[src/rtl/uc_arbiter.sv]
// Unit clause arbiter: round-robin collection of engine literals into the unit clause queue,
// and pop-and-broadcast of queued literals to all engines until every engine has acknowledged.
module uc_arbiter #(
    parameter int unsigned NUM_ENG  = 4,
    parameter int unsigned DATA_LEN = 512,
    localparam int unsigned LIT_W   = $clog2(DATA_LEN)
) (
    input  logic                            clk,
    input  logic                            rst_n,
    input  logic                            flush,
    input  logic [NUM_ENG-1:0]              eng_uc_valid,
    input  logic [NUM_ENG-1:0][LIT_W-1:0]   eng_uc_lit,
    output logic [NUM_ENG-1:0]              eng_uc_ready,
    output logic                            q_push,
    output logic signed [LIT_W-1:0]         q_data,
    input  logic                            q_full,
    output logic                            q_pop,
    input  logic                            q_empty,
    input  logic signed [LIT_W-1:0]         q_qout,
    output logic                            bcast_valid,
    output logic signed [LIT_W-1:0]         bcast_lit,
    input  logic [NUM_ENG-1:0]              bcast_ack,
    output logic [15:0]                     uc_count,
    output logic                            idle
);

    localparam int unsigned PTR_W = $clog2(NUM_ENG);

    typedef enum logic [0:0] {
        StIdle,
        StBcast
    } state_e;

    state_e                  state_q, state_d;
    logic [PTR_W-1:0]        rr_ptr_q, rr_ptr_d;
    logic [NUM_ENG-1:0]      ack_mask_q, ack_mask_d;
    logic signed [LIT_W-1:0] bcast_lit_q, bcast_lit_d;
    logic [15:0]             uc_count_q, uc_count_d;

    logic [PTR_W-1:0]        gnt_idx;
    logic [PTR_W-1:0]        cand;
    logic                    gnt_found;
    logic                    push_en;
    logic [NUM_ENG-1:0]      ack_seen;

    // Rotating priority search starting at rr_ptr; NUM_ENG is a power of two so the
    // pointer addition wraps naturally.
    always_comb begin
        gnt_found = 1'b0;
        gnt_idx   = '0;
        cand      = '0;
        for (int unsigned k = 0; k < NUM_ENG; k++) begin
            cand = rr_ptr_q + PTR_W'(k);
            if (!gnt_found && eng_uc_valid[cand]) begin
                gnt_found = 1'b1;
                gnt_idx   = cand;
            end
        end
    end

    always_comb begin
        push_en      = rst_n && gnt_found && !q_full;
        eng_uc_ready = '0;
        if (push_en) begin
            eng_uc_ready[gnt_idx] = 1'b1;
        end
        q_push   = push_en;
        q_data   = $signed(eng_uc_lit[gnt_idx]);
        rr_ptr_d = push_en ? gnt_idx + PTR_W'(1) : rr_ptr_q;
    end

    // Broadcast FSM: pop one literal, hold it until all engines have acknowledged.
    always_comb begin
        state_d     = state_q;
        ack_mask_d  = ack_mask_q;
        bcast_lit_d = bcast_lit_q;
        uc_count_d  = uc_count_q;
        q_pop       = 1'b0;
        bcast_valid = 1'b0;
        ack_seen    = ack_mask_q | bcast_ack;

        case (state_q)
            StIdle: begin
                // The queue does not guard pop-on-empty, so empty is checked here.
                if (rst_n && !q_empty && !flush) begin
                    q_pop       = 1'b1;
                    bcast_lit_d = q_qout;
                    state_d     = StBcast;
                end
            end
            StBcast: begin
                bcast_valid = rst_n;
                if (flush) begin
                    state_d    = StIdle;
                    ack_mask_d = '0;
                end else if (&ack_seen) begin
                    state_d    = StIdle;
                    ack_mask_d = '0;
                    uc_count_d = uc_count_q + 16'd1;
                end else begin
                    ack_mask_d = ack_seen;
                end
            end
            default: begin
                state_d    = StIdle;
                ack_mask_d = '0;
            end
        endcase
    end

    always_comb begin
        idle = rst_n && (state_q == StIdle) && q_empty && !(|eng_uc_valid);
    end

    always_ff @(posedge clk) begin
        if (!rst_n) begin
            state_q     <= StIdle;
            rr_ptr_q    <= '0;
            ack_mask_q  <= '0;
            bcast_lit_q <= '0;
            uc_count_q  <= '0;
        end else begin
            state_q     <= state_d;
            rr_ptr_q    <= rr_ptr_d;
            ack_mask_q  <= ack_mask_d;
            bcast_lit_q <= bcast_lit_d;
            uc_count_q  <= uc_count_d;
        end
    end

    assign bcast_lit = bcast_lit_q;
    assign uc_count  = uc_count_q;

endmodule

[config.mk]
export PLATFORM = sky130hd
export DESIGN_NAME = uc_arbiter
export DESIGN_NICKNAME = d
export VERILOG_FILES = /design/src/rtl/uc_arbiter.sv
export SDC_FILE = /design/constraint.sdc
export NUM_CORES = 1
export LEC_CHECK = 0
export CAP_MARGIN = 0
export CORE_MARGIN = 1
export CORE_UTILIZATION = 38
export CTS_CLUSTER_SIZE = 14
export DETAILED_ROUTE_END_ITERATION = 7
export PLACE_DENSITY_LB_ADDON = 0.15
export SLEW_MARGIN = 20
export SYNTH_ARGS = -nofsm -noshare
export SYNTH_HDL_FRONTEND = slang
export SYNTH_SLANG_ARGS = --single-unit
[constraint.sdc]
create_clock -name clk -period 2.05 [get_ports clk]
set_input_delay 0.5125 -clock clk [delete_from_list [all_inputs] [get_ports clk]]
set_output_delay 0.5125 -clock clk [all_outputs]
set_load 0.02 [all_outputs]
==> results.md <==
- GRT Util Overall: 21.56%
- Status: finished, violations left
- ANT nets after route: 0
- Clock Sinks: 32
- H-tree depth: 2
- WP data required: 1.54 ns
- First-pass DRT Iterations: 4
- Rows: 24
- Share of layout cells above drive strength 1: 27.13%
- Synth area leader: dfxtp_1
- Clk pin slew, worst setup/hold paths: 0.06 ns
- Fmax: 409.0 MHz
- Clock root buffer: clkbuf_8
- Endpoint class of the critical path: primary output
- #FFs+latches synth: 32
- EDFF count, synth: 0
- Post-Syn Nets: 255
- Final min period: around 2.4 ns
- Sw power: about 470 µW
- Share of the synthesized area in the top cell type: 36.23%
- # port buffers: 99
- RePlAce Congestion: just under 1
- Worst IR drop on VDD: between 0.3 and 0.4 mV
- Seq/Total Area, Yosys: 36.23%
- Worst Skew: roughly 0.0079 ns
- Via count: between 1500 and 2000
- Fin crit share: 119.3%
- CTS Hold Bufs: 0
- Async SR Flop Fraction: 0%
- Die Wd: roughly 70 µm
- Avg Inst Size Synth: around 9 µm²
- Vias per Instance: 5.055
- Initial core utilization: 40.05%
- Most used DFF post-synth: dfxtp_1
- Ant. Diodes: 0
- Hold WC Path Type: flop to flop
- Die height: between 70 and 80 µm
- Largest net degree at the start of global routing: 14
- Total Neg Setup Slack: -3.616 ns
- Worst skew pair latency: 0.28 ns
- Clock buffer depth: 2
- Max-cap viol count: 0
- Flop pwr share: 37.7%
- Pleak: 1.343 nW
- Final Non-Filler Cells: 380
- Worst setup margin: -0.3952 ns
- Inst Count DP: 364
- Setup violations, final: 13
- Post-Place Cell Area: 3023 µm²
- Clk pwr share: 28.8%
- CORE AREA: 4414 µm²
- CP max FO: 7
- CTS tree: yes
- Final instance area: 3327 µm²
- Gr ovfl total: 0
- DR iter-0 viols: between 60 and 70
- Vias in the first global route: 1891
- Filler cell count: 332
- Die ar.: 4929 µm²
- Final hold violation count: 0
- Global-route wire length before repair: 8445 µm
- Design Power: ~1.7 mW
- Most frequent cell after synthesis: dfxtp_1
- Worst Path Arrival: between 1.5 and 2 ns
- Pwr dens: 511.7 nW/µm²
- Synth Cell Area: 1768 µm²
- Violations in the final reports: setup timing
- Slew Viols, Final: 0
- I/O pins: 100
- Worst-Margin Slew: 0.4307 ns
- DR WL/cell: between 10 and 15 µm
- Slew headroom: 71.29%
- Synth area leaders: dfxtp_1 (36%), mux2i_1 (16%), nand2_1 (6.4%), xnor2_1 (5.9%), and2_1 (5.7%)
- Internal power: 1.230 mW
- Dpl hpwl: 3812 µm
- Fin nets: 386
- Synth top cells by count: dfxtp_1 (32), nand2_1 (30), mux2i_1 (29)
- Crit path launch type: flop
- Yosys cell types: 39
- Synth Warn #: 0
- Post-Syn Instances: about 200
- Final Util: 75.37%
- Routed WL: approximately 5500 µm
- Comb pwr share: between 30 and 40%
- Crit Path Class: flop to primary output
- DR DRC count: 0
- Initial antenna violation count: 0
- Sw Ratio: 27.73%
- Area Overhead vs Synth: 88.18%
- CTS buffer count: 5
- RSZ-0062 raised after global routing: true
cell type report:
cell class / count / area, µm² / share of cell area (%)
clock buffer: 8 / 90.09 / 2.708
timing repair buffer: 131 / 1246 / 37.46
sequential: 32 / 645.6 / 19.41
inverter: 5 / 18.77 / 0.5641
tap: 52 / 65.06 / 1.956
multi-input combinational: 152 / 1261 / 37.91
layout by cell type (no fill, tap or decap), drive strengths merged, types with 5 or more instances in the layout:
cell	count
clkdlybuf4s50	75
buf	50
dfxtp	32
nand2	30
mux2i	29
and2	16
xnor2	12
a21boi	10
clkbuf	9
nand3	8
inv	5
a21oi	5
what timing repair did:
action                                  in CTS  in global routing
resized for setup                          116                 22
endpoints found under the setup margin      17                 15
cloned                                       2                  0
pin swaps                                    7                  6
setup buffers                                4                  3
logic make-up (layout without fill, tap and decap cells):
group | after synthesis | after routing | synth area share (%)
AND/OR/NAND/NOR | 81 | 81 | 26.11
AO/OA/AOI/OAI | 27 | 27 | 10.69
flip-flops | 32 | 32 | 36.23
XOR/XNOR | 14 | 14 | 6.936
buffers and inverters | 12 | 144 | 2.901
adder cells (fa/ha/maj) | 1 | 1 | 0.7076
multiplexers | 29 | 29 | 16.42
metal layers:
layer / GRT usage (%) / vias to the layer above / routed length, µm / share of wire [%]
li1: - / 949 / - / -
met4: 6.667 / 0 / 119 / 2.2
met5: 0 / - / 0 / 0
met1: 24.56 / 894 / 2238 / 41
met3: 4.906 / 11 / 242 / 4.4
met2: 39.53 / 67 / 2897 / 53
flip-flops by register name, summed over array words and instances, names as in the netlist:
register,count
state_q,1
bcast_lit,9
rr_ptr_q,2
ack_mask_q,4
uc_count,16
stage by stage:
stage          hold WS, ns  setup slack [ns]
2_1_floorplan       0.4426          -0.06894
3_3_place_gp        0.4490           -0.9711
3_5_place_dp        0.4575            -1.073
4_1_cts             0.4664           -0.3037
5_1_grt             0.4944           -0.4536
6_report            0.4613           -0.3952
power by group through the flow:
stage	Clock, mW	Sequential, mW	Combinational (mW)
global placement	0	0.655	0.477
CTS	0.500	0.642	0.540
detailed placement	0	0.656	0.483
global route	0.521	0.644	0.600
floorplan	0	0.662	0.206
finish	0.490	0.643	0.570
worst max-delay path, stage by stage, from the launching register on:
cell and delay [ns]:
dfxtp_4 0.37, mux2i_4 0.26, o22ai_4 0.12, nor2_4 0.18, buf_6 0.17, mux2i_1 0.25, mux2i_1 0.12, buf_4 0.17
final timing paths:
kind	to	start	slack (ns)	cells past startpoint
setup reg to reg	rr_ptr_q[1]	rr_ptr_q[1]	0.42	8
hold / removal	bcast_lit[2]	bcast_lit[2]	0.46	2
hold reg to reg	bcast_lit[2]	bcast_lit[2]	0.46	2
setup / recovery	q_data[5]	rr_ptr_q[1]	-0.40	7
Power figures use the tool's default switching activity.
